## src/rtl/gpmc_slave_bridge.sv

```systemverilog
// gpmc_slave_bridge
// Device-side endpoint of an asynchronous, non-multiplexed GPMC bus. Single
// host accesses are turned into one-cycle register read/write strobes in the
// fabric clock domain. The host is stalled through gpmc_wait until read data
// returns or the read times out.
//
// Ports
//   clk, rst           fabric clock, asynchronous active-high reset
//   gpmc_cs_n/adv_n/oe_n/we_n   host strobes (active low, asynchronous)
//   gpmc_be_n          host byte enables (active low)
//   gpmc_addr          host address bus
//   gpmc_data_o        write data driven by the host
//   gpmc_data_i        read data returned to the host
//   gpmc_wait          stall to host (1 = wait)
//   wr_en/wr_addr/wr_data/wr_be   fabric write strobe and payload
//   rd_en/rd_addr      fabric read request
//   rd_data/rd_valid   fabric read response
//   rd_timeout         one-cycle pulse when a read is aborted by timeout
module gpmc_slave_bridge #(
    parameter int ADDR_WIDTH  = 16,
    parameter int DATA_WIDTH  = 16,
    parameter int SYNC_STAGES = 2,
    parameter int RD_TIMEOUT  = 64
) (
    input  logic                  clk,
    input  logic                  rst,
    input  logic                  gpmc_cs_n,
    input  logic                  gpmc_adv_n,
    input  logic                  gpmc_oe_n,
    input  logic                  gpmc_we_n,
    input  logic [1:0]            gpmc_be_n,
    input  logic [ADDR_WIDTH-1:0] gpmc_addr,
    input  logic [DATA_WIDTH-1:0] gpmc_data_o,
    output logic [DATA_WIDTH-1:0] gpmc_data_i,
    output logic                  gpmc_wait,
    output logic                  wr_en,
    output logic [ADDR_WIDTH-1:0] wr_addr,
    output logic [DATA_WIDTH-1:0] wr_data,
    output logic [1:0]            wr_be,
    output logic                  rd_en,
    output logic [ADDR_WIDTH-1:0] rd_addr,
    input  logic [DATA_WIDTH-1:0] rd_data,
    input  logic                  rd_valid,
    output logic                  rd_timeout
);

    localparam int CNT_W = $clog2(RD_TIMEOUT + 1);

    typedef enum logic [2:0] {
        S_IDLE, S_ADDR, S_WRITE, S_READ_WAIT, S_READ_HOLD, S_DONE
    } state_t;

    state_t state_q, state_d;

    // Strobe synchronisers; reset to 1 so the bus looks idle.
    logic [SYNC_STAGES-1:0] cs_sync_q, adv_sync_q, oe_sync_q, we_sync_q;
    logic                   cs_prev_q, adv_prev_q, oe_prev_q, we_prev_q;

    always_ff @(posedge clk or posedge rst) begin
        if (rst) begin
            cs_sync_q  <= '1;
            adv_sync_q <= '1;
            oe_sync_q  <= '1;
            we_sync_q  <= '1;
            cs_prev_q  <= 1'b1;
            adv_prev_q <= 1'b1;
            oe_prev_q  <= 1'b1;
            we_prev_q  <= 1'b1;
        end else begin
            cs_sync_q  <= {cs_sync_q[SYNC_STAGES-2:0], gpmc_cs_n};
            adv_sync_q <= {adv_sync_q[SYNC_STAGES-2:0], gpmc_adv_n};
            oe_sync_q  <= {oe_sync_q[SYNC_STAGES-2:0], gpmc_oe_n};
            we_sync_q  <= {we_sync_q[SYNC_STAGES-2:0], gpmc_we_n};
            cs_prev_q  <= cs_sync_q[SYNC_STAGES-1];
            adv_prev_q <= adv_sync_q[SYNC_STAGES-1];
            oe_prev_q  <= oe_sync_q[SYNC_STAGES-1];
            we_prev_q  <= we_sync_q[SYNC_STAGES-1];
        end
    end

    logic cs_s, oe_s, we_s;
    logic cs_rise, adv_rise, oe_fall, oe_rise, we_fall, we_rise;

    assign cs_s     = cs_sync_q[SYNC_STAGES-1];
    assign oe_s     = oe_sync_q[SYNC_STAGES-1];
    assign we_s     = we_sync_q[SYNC_STAGES-1];
    assign cs_rise  = cs_s & ~cs_prev_q;
    assign adv_rise = adv_sync_q[SYNC_STAGES-1] & ~adv_prev_q;
    assign oe_fall  = ~oe_s & oe_prev_q;
    assign oe_rise  = oe_s & ~oe_prev_q;
    assign we_fall  = ~we_s & we_prev_q;
    assign we_rise  = we_s & ~we_prev_q;

    logic [ADDR_WIDTH-1:0] addr_q, addr_d;
    logic [ADDR_WIDTH-1:0] wr_addr_q, wr_addr_d, rd_addr_q, rd_addr_d;
    logic [DATA_WIDTH-1:0] wr_data_q, wr_data_d, data_i_q, data_i_d;
    logic [1:0]            wr_be_q, wr_be_d;
    logic                  wr_en_q, wr_en_d, rd_en_q, rd_en_d;
    logic                  wait_q, wait_d, tmo_q, tmo_d;
    logic                  wr_pend_q, wr_pend_d;
    logic [CNT_W-1:0]      cnt_q, cnt_d;

    always_ff @(posedge clk or posedge rst) begin
        if (rst) begin
            state_q   <= S_IDLE;
            addr_q    <= '0;
            wr_addr_q <= '0;
            rd_addr_q <= '0;
            wr_data_q <= '0;
            data_i_q  <= '0;
            wr_be_q   <= '0;
            wr_en_q   <= 1'b0;
            rd_en_q   <= 1'b0;
            wait_q    <= 1'b0;
            tmo_q     <= 1'b0;
            wr_pend_q <= 1'b0;
            cnt_q     <= '0;
        end else begin
            state_q   <= state_d;
            addr_q    <= addr_d;
            wr_addr_q <= wr_addr_d;
            rd_addr_q <= rd_addr_d;
            wr_data_q <= wr_data_d;
            data_i_q  <= data_i_d;
            wr_be_q   <= wr_be_d;
            wr_en_q   <= wr_en_d;
            rd_en_q   <= rd_en_d;
            wait_q    <= wait_d;
            tmo_q     <= tmo_d;
            wr_pend_q <= wr_pend_d;
            cnt_q     <= cnt_d;
        end
    end

    always_comb begin
        state_d   = state_q;
        addr_d    = addr_q;
        wr_addr_d = wr_addr_q;
        rd_addr_d = rd_addr_q;
        wr_data_d = wr_data_q;
        data_i_d  = data_i_q;
        wr_be_d   = wr_be_q;
        wr_en_d   = 1'b0;
        rd_en_d   = 1'b0;
        wait_d    = wait_q;
        tmo_d     = 1'b0;
        wr_pend_d = wr_pend_q;
        cnt_d     = cnt_q;

        if (state_q != S_IDLE && cs_rise) begin
            // Host released chip select: abandon the access. A write whose
            // data was already captured is still delivered.
            wr_en_d   = (state_q == S_WRITE) && wr_pend_q;
            wr_pend_d = 1'b0;
            wait_d    = 1'b0;
            state_d   = S_IDLE;
        end else begin
            case (state_q)
                S_IDLE: begin
                    wr_pend_d = 1'b0;
                    if (!cs_s) state_d = S_ADDR;
                end
                S_ADDR: begin
                    if (adv_rise) addr_d = gpmc_addr;
                    if (oe_fall || we_fall) begin
                        if (!oe_s && !we_s) begin
                            state_d = S_DONE;          // both strobes low: protocol error
                        end else if (we_fall) begin
                            state_d = S_WRITE;
                        end else begin
                            rd_en_d   = 1'b1;
                            rd_addr_d = adv_rise ? gpmc_addr : addr_q;
                            wait_d    = 1'b1;
                            cnt_d     = '0;
                            state_d   = S_READ_WAIT;
                        end
                    end
                end
                S_WRITE: begin
                    if (wr_pend_q) begin
                        wr_en_d   = 1'b1;
                        wr_pend_d = 1'b0;
                        state_d   = S_DONE;
                    end else if (we_rise) begin
                        wr_addr_d = addr_q;
                        wr_data_d = gpmc_data_o;
                        wr_be_d   = ~gpmc_be_n;
                        wr_pend_d = 1'b1;
                    end
                end
                S_READ_WAIT: begin
                    // rd_valid has priority over an expiring timeout.
                    if (rd_valid) begin
                        data_i_d = rd_data;
                        wait_d   = 1'b0;
                        state_d  = S_READ_HOLD;
                    end else if (cnt_q == CNT_W'(RD_TIMEOUT - 1)) begin
                        data_i_d = '1;
                        tmo_d    = 1'b1;
                        wait_d   = 1'b0;
                        state_d  = S_READ_HOLD;
                    end else begin
                        cnt_d = cnt_q + 1'b1;
                    end
                end
                S_READ_HOLD: begin
                    if (oe_rise) state_d = S_DONE;
                end
                S_DONE: begin
                    if (cs_s) state_d = S_IDLE;
                end
                default: state_d = S_IDLE;
            endcase
        end
    end

    assign gpmc_data_i = data_i_q;
    assign gpmc_wait   = wait_q;
    assign wr_en       = wr_en_q;
    assign wr_addr     = wr_addr_q;
    assign wr_data     = wr_data_q;
    assign wr_be       = wr_be_q;
    assign rd_en       = rd_en_q;
    assign rd_addr     = rd_addr_q;
    assign rd_timeout  = tmo_q;

endmodule

```

## config.mk

```make
export PLATFORM = sky130hd
export DESIGN_NAME = gpmc_slave_bridge
export DESIGN_NICKNAME = d
export VERILOG_FILES = /design/src/rtl/gpmc_slave_bridge.sv
export SDC_FILE = /design/constraint.sdc
export NUM_CORES = 1
export LEC_CHECK = 0
export BUFFER_PORTS_ARGS = -buffer_cell sky130_fd_sc_hd__buf_4
export CAP_MARGIN = 20
export CORE_MARGIN = 5
export CORE_UTILIZATION = 53
export CTS_BUF_LIST = sky130_fd_sc_hd__clkbuf_4 sky130_fd_sc_hd__clkbuf_8
export DETAILED_ROUTE_END_ITERATION = 16
export PLACE_DENSITY = 0.81
export SLEW_MARGIN = 0
export SYNTH_ARGS = -nofsm -noshare
export SYNTH_HDL_FRONTEND = slang
export SYNTH_SLANG_ARGS = --single-unit
```

## constraint.sdc

```tcl
create_clock -name clk -period 3.7 [get_ports clk]
set_input_delay 0.37 -clock clk [delete_from_list [all_inputs] [get_ports clk]]
set_output_delay 0.37 -clock clk [all_outputs]
set_load 0.005 [all_outputs]
```

==> impl_metrics.json, run 1 <==
{
  "setup_viol": 0,
  "h-tree-depth": 3,
  "wl_met3_um": 950,
  "ys_ff_latch": 109,
  "power_density_mw_per_mm2": 733,
  "maxCapViolations": 0,
  "diodes": 0,
  "drive_gt1_share_pct": 47.3,
  "fin_nets": 512,
  "final_max_slew_viol_count": 0,
  "p_switching_mw": 1.25,
  "dr.pass1.iters": 5,
  "fin_skew_ps": 16.0,
  "finalHoldViolCount": 0,
  "cts_tree": "yes",
  "final_cell_area_mm2": 0.00566,
  "outcome": "finished, final reports clean",
  "grt_max_degree": 76,
  "slew_headroom_pct": 41.0,
  "rows": 33,
  "area_growth_pct": 29.7,
  "cts_resized": 0,
  "wl_met1_mm": 3.74,
  "peakVddDrop_mv": 0.368,
  "cts_buffers": 9,
  "viasPerCell": 5.32,
  "fin_crit_sh_pct": 70.0,
  "rsz0062_at_grt": "false",
  "setup_tns_ps": 0,
  "critPathMaxFanout": 13,
  "via_count": 3000,
  "clkTransAtPathRegs_ps": 110,
  "portBuffers": 126,
  "power_frac_clock_pct": 20.0,
  "place_ws_ps": 1120,
  "switching_share_pct": 30.1,
  "synth_seq_area_share_pct": 62.9,
  "initial_core_util_pct": 53.6,
  "final_util_pct": 69.5,
  "wl_mm": 9.41,
  "worstSetupPathType": "flop to flop",
  "seqPwrFrac_pct": 47.4,
  "grt_pass1_vias": 3130,
  "track_usage_pct": 19.3,
  "fill_cells": 584,
  "syn_area_per_cell_um2": 13.3,
  "hold_depth": 1,
  "tightest_slew_ps": 886,
  "endpoint_kind": "flop",
  "postCtsSetupBuffers": 0,
  "postCtsHoldBufs": 0,
  "leakage_nw": 2.72,
  "p_int_mw": 2.90,
  "syn_nets": 385,
  "synthCells": 327,
  "dieArea_mm2": 0.0101,
  "die_w_um": 101,
  "dr_wl_met2_mm": 4.57,
  "dieHeight_um": 101,
  "drc": 0,
  "fin_ws_ps": 1110,
  "highest_layer": "met4",
  "dpl.hpwl_mm": 6.85,
  "ant_nets": 0,
  "grt_pass1_wl_mm": 15.4,
  "antenna_found_initial": 0,
  "max_clock_freq_mhz": 386,
  "period_needed_ps": 2590,
  "critPathRequiredTime_ps": 3960,
  "power_frac_comb_pct": 32.6,
  "synth_area_mm2": 0.00436,
  "gr-total-overflow": 0,
  "ff2ff_path_depth": 5,
  "min_path_type": "input port to flop",
  "core-area_mm2": 0.00813,
  "clock_path_buffers": 2,
  "cp.arrival_ps": 2850,
  "wl_per_cell_um": 16.7,
  "io-pin-count": 127,
  "synth_cell_types": 38,
  "cts_num_sinks": 109,
  "drt_iter0_markers": 209,
  "clockRootBuffer": "clkbuf_8",
  "clk_latency_ps": 370,
  "place.gp.congestion": 0.778,
  "crit_path_start_kind": "flop",
  "placed_area_mm2": 0.00542,
  "synth_warnings": 0
}
cell usage after synthesis (all sizes together):
master	count	area, µm²
nand3	3	20.0
dfstp	12	315
o31ai	2	28.8
a21oi	9	45.0
nand2	21	78.8
inv	9	33.8
nor2	14	55.1
o22a	16	140
nand3b	1	7.51
o21a	3	22.5
a21o	4	30.0
buf	10	56.3
or4	1	11.3
and3	3	18.8
nor4bb	1	10.0
nor3b	1	7.51
nor4b	1	8.76
clkbuf	7	26.3
nand2b	3	18.8
mux2i	19	190
a2111oi	1	15.0
and3b	1	8.76
o21ai	19	95.1
nor2b	3	18.8
mux2	50	563
nor3	5	25.0
ha	1	12.5
dfrtp	97	2430
o41a	1	11.3
a211oi	3	22.5
a31oi	3	18.8
or3	3	18.8
cell usage in the layout, fill, tap and decap left out, drive strengths merged:
cell     instances
a2111oi          1
a211oi           3
a21o             4
a21oi            9
a31oi            3
and3             3
and3b            1
buf            133
bufinv           2
clkbuf           9
clkinv           2
dfrtp           97
dfstp           12
ha               1
inv             12
mux2            50
mux2i           19
nand2           21
nand2b           3
nand3            3
nand3b           1
nor2            14
nor2b            3
nor3             5
nor3b            1
nor4b            1
nor4bb           1
o21a             3
o21ai           19
o22a            16
o31ai            2
o41a             1
or3              3
or4              1
through the flow:
step                hold slack (ps)  total power, mW  cells
floorplan                       345             2.59    327
global placement                347             3.28    548
detailed placement              347             3.36    548
CTS                            88.7             4.19    564
global route                   82.6             4.42    564
finish                         96.6             4.15    564
power by group through the flow:
stage	combinational (mW)	clock [mW]	sequential (mW)
2_1_floorplan	0.662	0	1.93
3_3_place_gp	1.32	0	1.95
3_5_place_dp	1.37	0	1.99
4_1_cts	1.38	0.842	1.97
5_1_grt	1.50	0.889	2.03
6_report	1.35	0.831	1.97
layer usage:
metal | up-vias | GRT usage, %
met5 | - | 0
met4 | 0 | 6.94
met3 | 13 | 6.71
met2 | 121 | 31.2
met1 | 1454 | 24.2
li1 | 1412 | -
logic make-up after synthesis:
logic type | Yosys count | share of synthesized area, %
adder cells (fa/ha/maj) | 1 | 0.287
AO/OA/AOI/OAI | 61 | 9.84
multiplexers | 69 | 17.3
buffers and inverters | 26 | 2.67
flip-flops | 109 | 62.9
AND/OR/NAND/NOR | 61 | 7.06
worst paths after layout:
check / startpoint / end / slack [ps]
max: cs_sync_q[1] / state_q[2] / 1110
min: gpmc_cs_n / cs_sync_q[0] / 100
max reg2reg: cs_sync_q[1] / state_q[2] / 1110
min reg2reg: we_sync_q[0] / we_sync_q[1] / 360
max in group asynchronous: rst / adv_sync_q[1] / 2630
min in group asynchronous: rst / rd_addr[2] / 190
worst max-delay path, cell delays in order (launching register included):
cell and delay [ps]:
dfstp_2 560, nor2b_1 650, nand2b_1 280, nor2_2 100
or4_4 560, mux2_1 330
final cells by class:
type / instances / area, µm² / area share [%]
clock buffer: 9 / 124 / 2.19
clock inverter: 7 / 114 / 2.01
inverter: 9 / 36.3 / 0.641
multi-input combinational: 192 / 1510 / 26.7
sequential: 109 / 2740 / 48.5
tap: 105 / 131 / 2.32
timing repair buffer: 133 / 998 / 17.7
registers in the layout, indices dropped and copies added (netlist names), 2 cells and up:
name / flops
wr_data: 16
gpmc_data_i: 16
we_sync_q: 2
cs_sync_q: 2
oe_sync_q: 2
wr_addr: 16
cnt_q: 7
rd_addr: 16
adv_sync_q: 2
wr_be: 2
addr_q: 16
state_q: 3
Note: power is estimated with default switching activity, not from simulation.
==> run 2: changes to the inputs <==
--- a/config.mk
+++ b/config.mk
@@ -5,13 +5,14 @@
 export SDC_FILE = /design/constraint.sdc
 export NUM_CORES = 1
 export LEC_CHECK = 0
+export ABC_AREA = 1
 export BUFFER_PORTS_ARGS = -buffer_cell sky130_fd_sc_hd__buf_4
 export CAP_MARGIN = 20
 export CORE_MARGIN = 5
-export CORE_UTILIZATION = 53
+export CORE_UTILIZATION = 49
 export CTS_BUF_LIST = sky130_fd_sc_hd__clkbuf_4 sky130_fd_sc_hd__clkbuf_8
 export DETAILED_ROUTE_END_ITERATION = 16
-export PLACE_DENSITY = 0.81
+export PLACE_DENSITY = 0.78
 export SLEW_MARGIN = 0
 export SYNTH_ARGS = -nofsm -noshare
 export SYNTH_HDL_FRONTEND = slang
==> constraint.sdc (replaced) <==
create_clock -name clk -period 2.1 [get_ports clk]
set_input_delay 0.21 -clock clk [delete_from_list [all_inputs] [get_ports clk]]
set_output_delay 0.21 -clock clk [all_outputs]
set_load 0.005 [all_outputs]
==> impl_metrics.json, run 2 <==
{
  "dieHeight_um": 108,
  "wl_per_cell_um": 13.5,
  "crit_family": "simple AND/OR/NAND/NOR gates",
  "gr-total-overflow": 0,
  "period_needed_ps": 1720,
  "path_buf_inv": 1,
  "setup_viol": 0,
  "core-area_mm2": 0.00928,
  "place_ws_ps": 217,
  "cts_tree": "yes",
  "clk_latency_ps": 360,
  "dr.pass1.iters": 5,
  "rsz0062_at_grt": "false",
  "synth_warnings": 0,
  "async_flop_share_pct": 100,
  "synth_top_flop_cell": "dfrtp_1",
  "dpl.hpwl_mm": 7.59,
  "synth-edff-count": 0,
  "yosys.area.top_type_share_pct": 51.9,
  "synth_area_mm2": 0.00468,
  "ff2ff_path_depth": 9,
  "design_power_total_mw": 7.43,
  "crit_chain": "nand2_1 -> inv_1 -> nand2_4 -> nand2_1 -> nand2_1 -> nor2_1 -> nand2_1 -> nand2_1 -> nand2_1",
  "maxCapViolations": 0,
  "track_usage_pct": 19.2,
  "setup_tns_ps": 0,
  "clock_path_buffers": 2,
  "critPathMaxFanout": 8,
  "hold_path_end": "wr_be[1]",
  "hp-start": "gpmc_be_n[1]",
  "io-pin-count": 127,
  "cts_num_sinks": 109,
  "cp_common_cell": "nand2_1",
  "switching_share_pct": 35.2,
  "rows": 35,
  "final_cell_mix": "nand2_1, buf_4, dfrtp_1",
  "power_density_mw_per_mm2": 1230,
  "yosysTopAreaCell": "dfrtp_1",
  "place.gp.congestion": 0.815,
  "final_common_cell": "nand2_1",
  "synthTopCellsByCount": "nand2_1, dfrtp_1, nor2_1",
  "reg2reg_to": "state_q[1]",
  "synthCells": 529,
  "portBuffers": 126,
  "wl_mm": 10.7,
  "critPathRequiredTime_ps": 2350,
  "fin_nets": 715,
  "fin_hold_ws_ps": 30.5,
  "endpoint_kind": "flop",
  "grt_max_degree": 70,
  "min_path_type": "input port to flop",
  "max_stage_delay_ps": 570,
  "r2r_start": "cs_sync_q[1]",
  "antenna_found_initial": 0,
  "slew_headroom_pct": 54.9,
  "max_clock_freq_mhz": 582,
  "yosysMostFrequentCell": "nand2_1",
  "power_frac_clock_pct": 18.3,
  "clkTransAtPathRegs_ps": 110,
  "rrSetupSlack_ps": 380,
  "fin_ws_ps": 383,
  "hold_depth": 2,
  "power_frac_comb_pct": 36.4,
  "synth_cell_types": 32,
  "cp.arrival_ps": 1970,
  "final_max_slew_viol_count": 0,
  "synth_area_leaders": "dfrtp_1, nand2_1, dfstp_2, o21ai_0, nor2_1",
  "dieArea_mm2": 0.0116,
  "die_w_um": 108,
  "drive_gt1_share_pct": 28.2,
  "seqPwrFrac_pct": 45.3,
  "leakage_nw": 3.12,
  "grt_pass1_vias": 3786,
  "clockRootBuffer": "clkbuf_8",
  "peakVddDrop_mv": 0.621,
  "via_count": 3874,
  "area_growth_pct": 28.8,
  "viasPerCell": 4.90,
  "crit_path_start_kind": "flop",
  "syn_nets": 587,
  "worstSetupPathType": "flop to flop",
  "p_switching_mw": 2.62,
  "cts_buffers": 9,
  "syn_area_per_cell_um2": 8.84,
  "crit_path_top_delay_cell": "dfstp_2",
  "drc": 0,
  "synth_seq_area_share_pct": 58.7,
  "ys_ff_latch": 109,
  "drt_iter0_markers": 149,
  "grt_pass1_wl_mm": 17.9,
  "ant_nets": 0,
  "tightest_slew_ps": 675,
  "initial_core_util_pct": 50.4,
  "outcome": "finished, final reports clean",
  "fin_crit_sh_pct": 81.8,
  "h-tree-depth": 3,
  "fin_skew_ps": 13.6,
  "diodes": 0,
  "p_int_mw": 4.81,
  "finalHoldViolCount": 0
}
[run 2: cell types whose count changed after synthesis, sizes merged, moves of 7 or more]
cell	delta
o22a	-16
buf	+7
mux2	-50
mux2i	-19
nor2	+43
nand3	+17
a21oi	+14
nand2	+146
o21ai	+53
inv	+41
[run 2: logic make-up (layout without fill, tap and decap cells)]
logic type	Yosys count	count (layout)	share of synthesized area, %
buffers and inverters	73	206	7.17
and+or+nand+nor	250	250	23.1
DFF	109	109	58.7
AOI/OAI and AO/OA	95	95	10.7
adders and majority gates	1	1	0.268
xor gates and xnor gates	1	1	0.187
[run 2: stage by stage]
step / utilization (%) / std cells / instance area [µm²]
finish: 64.9 / 791 / 6020
global route: 64.9 / 791 / 6020
CTS: 64.8 / 791 / 6010
detailed placement: 61.8 / 769 / 5740
global placement: 61.8 / 769 / 5740
floorplan: - / 529 / 4680
[run 2: worst max-delay path by stage]
| stage | end | startpoint | depth (start not counted) |
|---|---|---|---|
| 4_1_cts | gpmc_data_i[9] | cnt_q[0] | 7 |
| 6_report | state_q[1] | cs_sync_q[1] | 9 |
| 3_5_place_dp | gpmc_data_i[0] | cnt_q[0] | 7 |
| 3_3_place_gp | gpmc_data_i[3] | cnt_q[0] | 8 |
| 5_1_grt | gpmc_data_i[14] | cnt_q[0] | 8 |
| 2_1_floorplan | addr_q[0] | rst | 1 |
[run 2: routing by layer]
metal  vias to the layer above  track usage, %  part of all wire (%)
li1                       1912               -                     -
met2                       125            31.5                    48
met1                      1825            25.3                    44
met5                         -               0                     0
met3                        12            5.10                   6.8
met4                         0            5.14                   1.2
[run 2: power groups by stage]
stage,clock network [mW],registers [mW],logic (mW)
after global routing,1.47,3.47,3.07
final,1.36,3.36,2.71
after CTS,1.39,3.37,2.75
after floorplan,0,3.30,1.50
after detailed placement,0,3.39,2.73
after global placement,0,3.37,2.63
[run 2: final cells by class]
cell class                      instances  area [µm²]
Fill cell                             779        3260
Sequential cell                       109        2740
Multi-Input combinational cell        347        1610
Timing Repair Buffer                  139        1100
Inverter                               51         200
Tap cell                              129         161
Clock buffer                           11         151
Clock inverter                          5        65.1
[run 2: repair_timing]
item,4_1_cts,5_1_grt
hold buffers,6,0
resized for setup,0,1
endpoints found under the setup margin,0,16
endpoints found under the hold margin,31,0
setup buffers,0,0
==> run 3: changes to the inputs <==
--- a/config.mk
+++ b/config.mk
@@ -9,10 +9,10 @@
 export BUFFER_PORTS_ARGS = -buffer_cell sky130_fd_sc_hd__buf_4
 export CAP_MARGIN = 20
 export CORE_MARGIN = 5
-export CORE_UTILIZATION = 49
+export CORE_UTILIZATION = 54
 export CTS_BUF_LIST = sky130_fd_sc_hd__clkbuf_4 sky130_fd_sc_hd__clkbuf_8
 export DETAILED_ROUTE_END_ITERATION = 16
-export PLACE_DENSITY = 0.78
+export PLACE_DENSITY = 0.82
 export SLEW_MARGIN = 0
 export SYNTH_ARGS = -nofsm -noshare
 export SYNTH_HDL_FRONTEND = slang
==> constraint.sdc (replaced) <==
create_clock -name clk -period 1.8 [get_ports clk]
set_input_delay 0.18 -clock clk [delete_from_list [all_inputs] [get_ports clk]]
set_output_delay 0.18 -clock clk [all_outputs]
set_load 0.005 [all_outputs]
==> impl_metrics.json, run 3 (synthesized netlist as in run 2, its figures left out) <==
{
  "final_util_pct": 70.0,
  "endpoint_kind": "flop",
  "wl_mm": 10.8,
  "place.gp.congestion": 0.802,
  "fin_cells": 776,
  "viasPerCell": 5.02,
  "leakage_nw": 3.14,
  "grt_pass1_wl_mm": 17.7,
  "cts_buffers": 9,
  "drive_gt1_share_pct": 29.2,
  "cts_num_sinks": 109,
  "power_density_mw_per_mm2": 1420,
  "slew_headroom_pct": 72.3,
  "drt_iter0_markers": 134,
  "fin_skew_ps": 18.6,
  "rrSetupSlack_ps": 190,
  "antenna_found_initial": 0,
  "critPathMaxFanout": 32,
  "clk_latency_ps": 370,
  "maxCapViolations": 0,
  "clock_path_buffers": 2,
  "drc": 0,
  "setup_tns_ps": 0,
  "design_power_total_mw": 8.54,
  "grt_max_degree": 83,
  "period_needed_ps": 1610,
  "ant_nets": 0,
  "gr-total-overflow": 0,
  "placed_cells": 751,
  "fin_crit_sh_pct": 89.7,
  "ff2ff_path_depth": 9,
  "rows": 34,
  "portBuffers": 126,
  "io-pin-count": 127,
  "place_ws_ps": 175,
  "track_usage_pct": 21.2,
  "min_path_type": "input port to flop",
  "setup_viol": 0,
  "fin_nets": 721,
  "dr.pass1.iters": 4,
  "grt_pass1_vias": 3785,
  "tightest_slew_ps": 416,
  "cp.arrival_ps": 1900,
  "worstSetupPathType": "flop to flop",
  "wl_per_cell_um": 13.9,
  "fin_ws_ps": 185,
  "hold_depth": 3,
  "final_common_cell": "nand2_1",
  "rsz0062_at_grt": "false",
  "critPathRequiredTime_ps": 2090,
  "area_growth_pct": 28.6,
  "initial_core_util_pct": 54.4,
  "dieArea_mm2": 0.0106,
  "clkTransAtPathRegs_ps": 110,
  "dieHeight_um": 103,
  "final_cell_mix": "nand2_1, buf_4, dfrtp_1",
  "via_count": 3899,
  "die_w_um": 103,
  "final_max_slew_viol_count": 0,
  "cts_tree": "yes",
  "h-tree-depth": 3,
  "diodes": 0,
  "peakVddDrop_mv": 0.742,
  "finalHoldViolCount": 0,
  "crit_start": "cnt_q[0]",
  "crit_path_start_kind": "flop",
  "clockRootBuffer": "clkbuf_8",
  "r2r_start": "cnt_q[0]",
  "outcome": "finished, final reports clean",
  "reg2reg_to": "gpmc_data_i[15]",
  "dpl.hpwl_mm": 7.65,
  "core-area_mm2": 0.00859,
  "max_clock_freq_mhz": 619,
  "crit_path_end": "gpmc_data_i[15]"
}
[run 3: report_power, final]
group          internal, mW  leakage (nW)  switching, mW  total [mW]
clock network         0.545        0.0939          0.863        1.41
logic                  1.56          1.72           1.67        3.23
registers              3.35          1.33          0.552        3.90
[run 3: metrics by stage]
stage                     hold slack [ps]  instance area, µm²
final                                41.7                6010
after global routing                 30.2                6010
after global placement                156                5730
after detailed placement              162                5730
after CTS                            26.2                5990
after floorplan                       184                4680
[run 3: area by class of cell]
type | instances | area [µm²]
clock buffer | 10 | 131
clock inverter | 6 | 55.1
fill | 669 | 2580
inverter | 51 | 200
multi-input combinational | 347 | 1600
sequential | 109 | 2740
tap | 108 | 135
timing repair buffer | 145 | 1140
[run 3: how the worst min path moves through the flow]
stage | start | to | slack (ps)
6_report | gpmc_data_o[11] | wr_data[11] | 40
5_1_grt | gpmc_data_o[11] | wr_data[11] | 30
4_1_cts | gpmc_data_o[11] | wr_data[11] | 30
3_5_place_dp | rst | rd_en | 160
3_3_place_gp | rst | rd_addr[9] | 160
2_1_floorplan | gpmc_adv_n | adv_sync_q[0] | 180
[run 3: per-layer routing]
metal	vias to the layer above	share of wire, %	GRT usage [%]
li1	1931	-	-
met1	1825	41	27.9
met2	123	48	33.3
met3	20	8.2	6.36
met4	0	2.2	7.97
met5	-	0	0
[run 3: worst max-delay path, stage by stage (launching register included)]
cell and delay, ps:
dfrtp_2 460, ha_1 240, nand2_1 110, nor2_2 50, nand2_1 60, nand2_1 70
nand3_2 60, buf_4 290, nand2_1 110, o21ai_1 100
[run 3: what timing repair did]
action	CTS	global route
hold buffers	7	0
resized for setup	0	3
endpoints found under the hold margin	17	0
endpoints found under the setup margin	0	3
buffers inserted	0	2
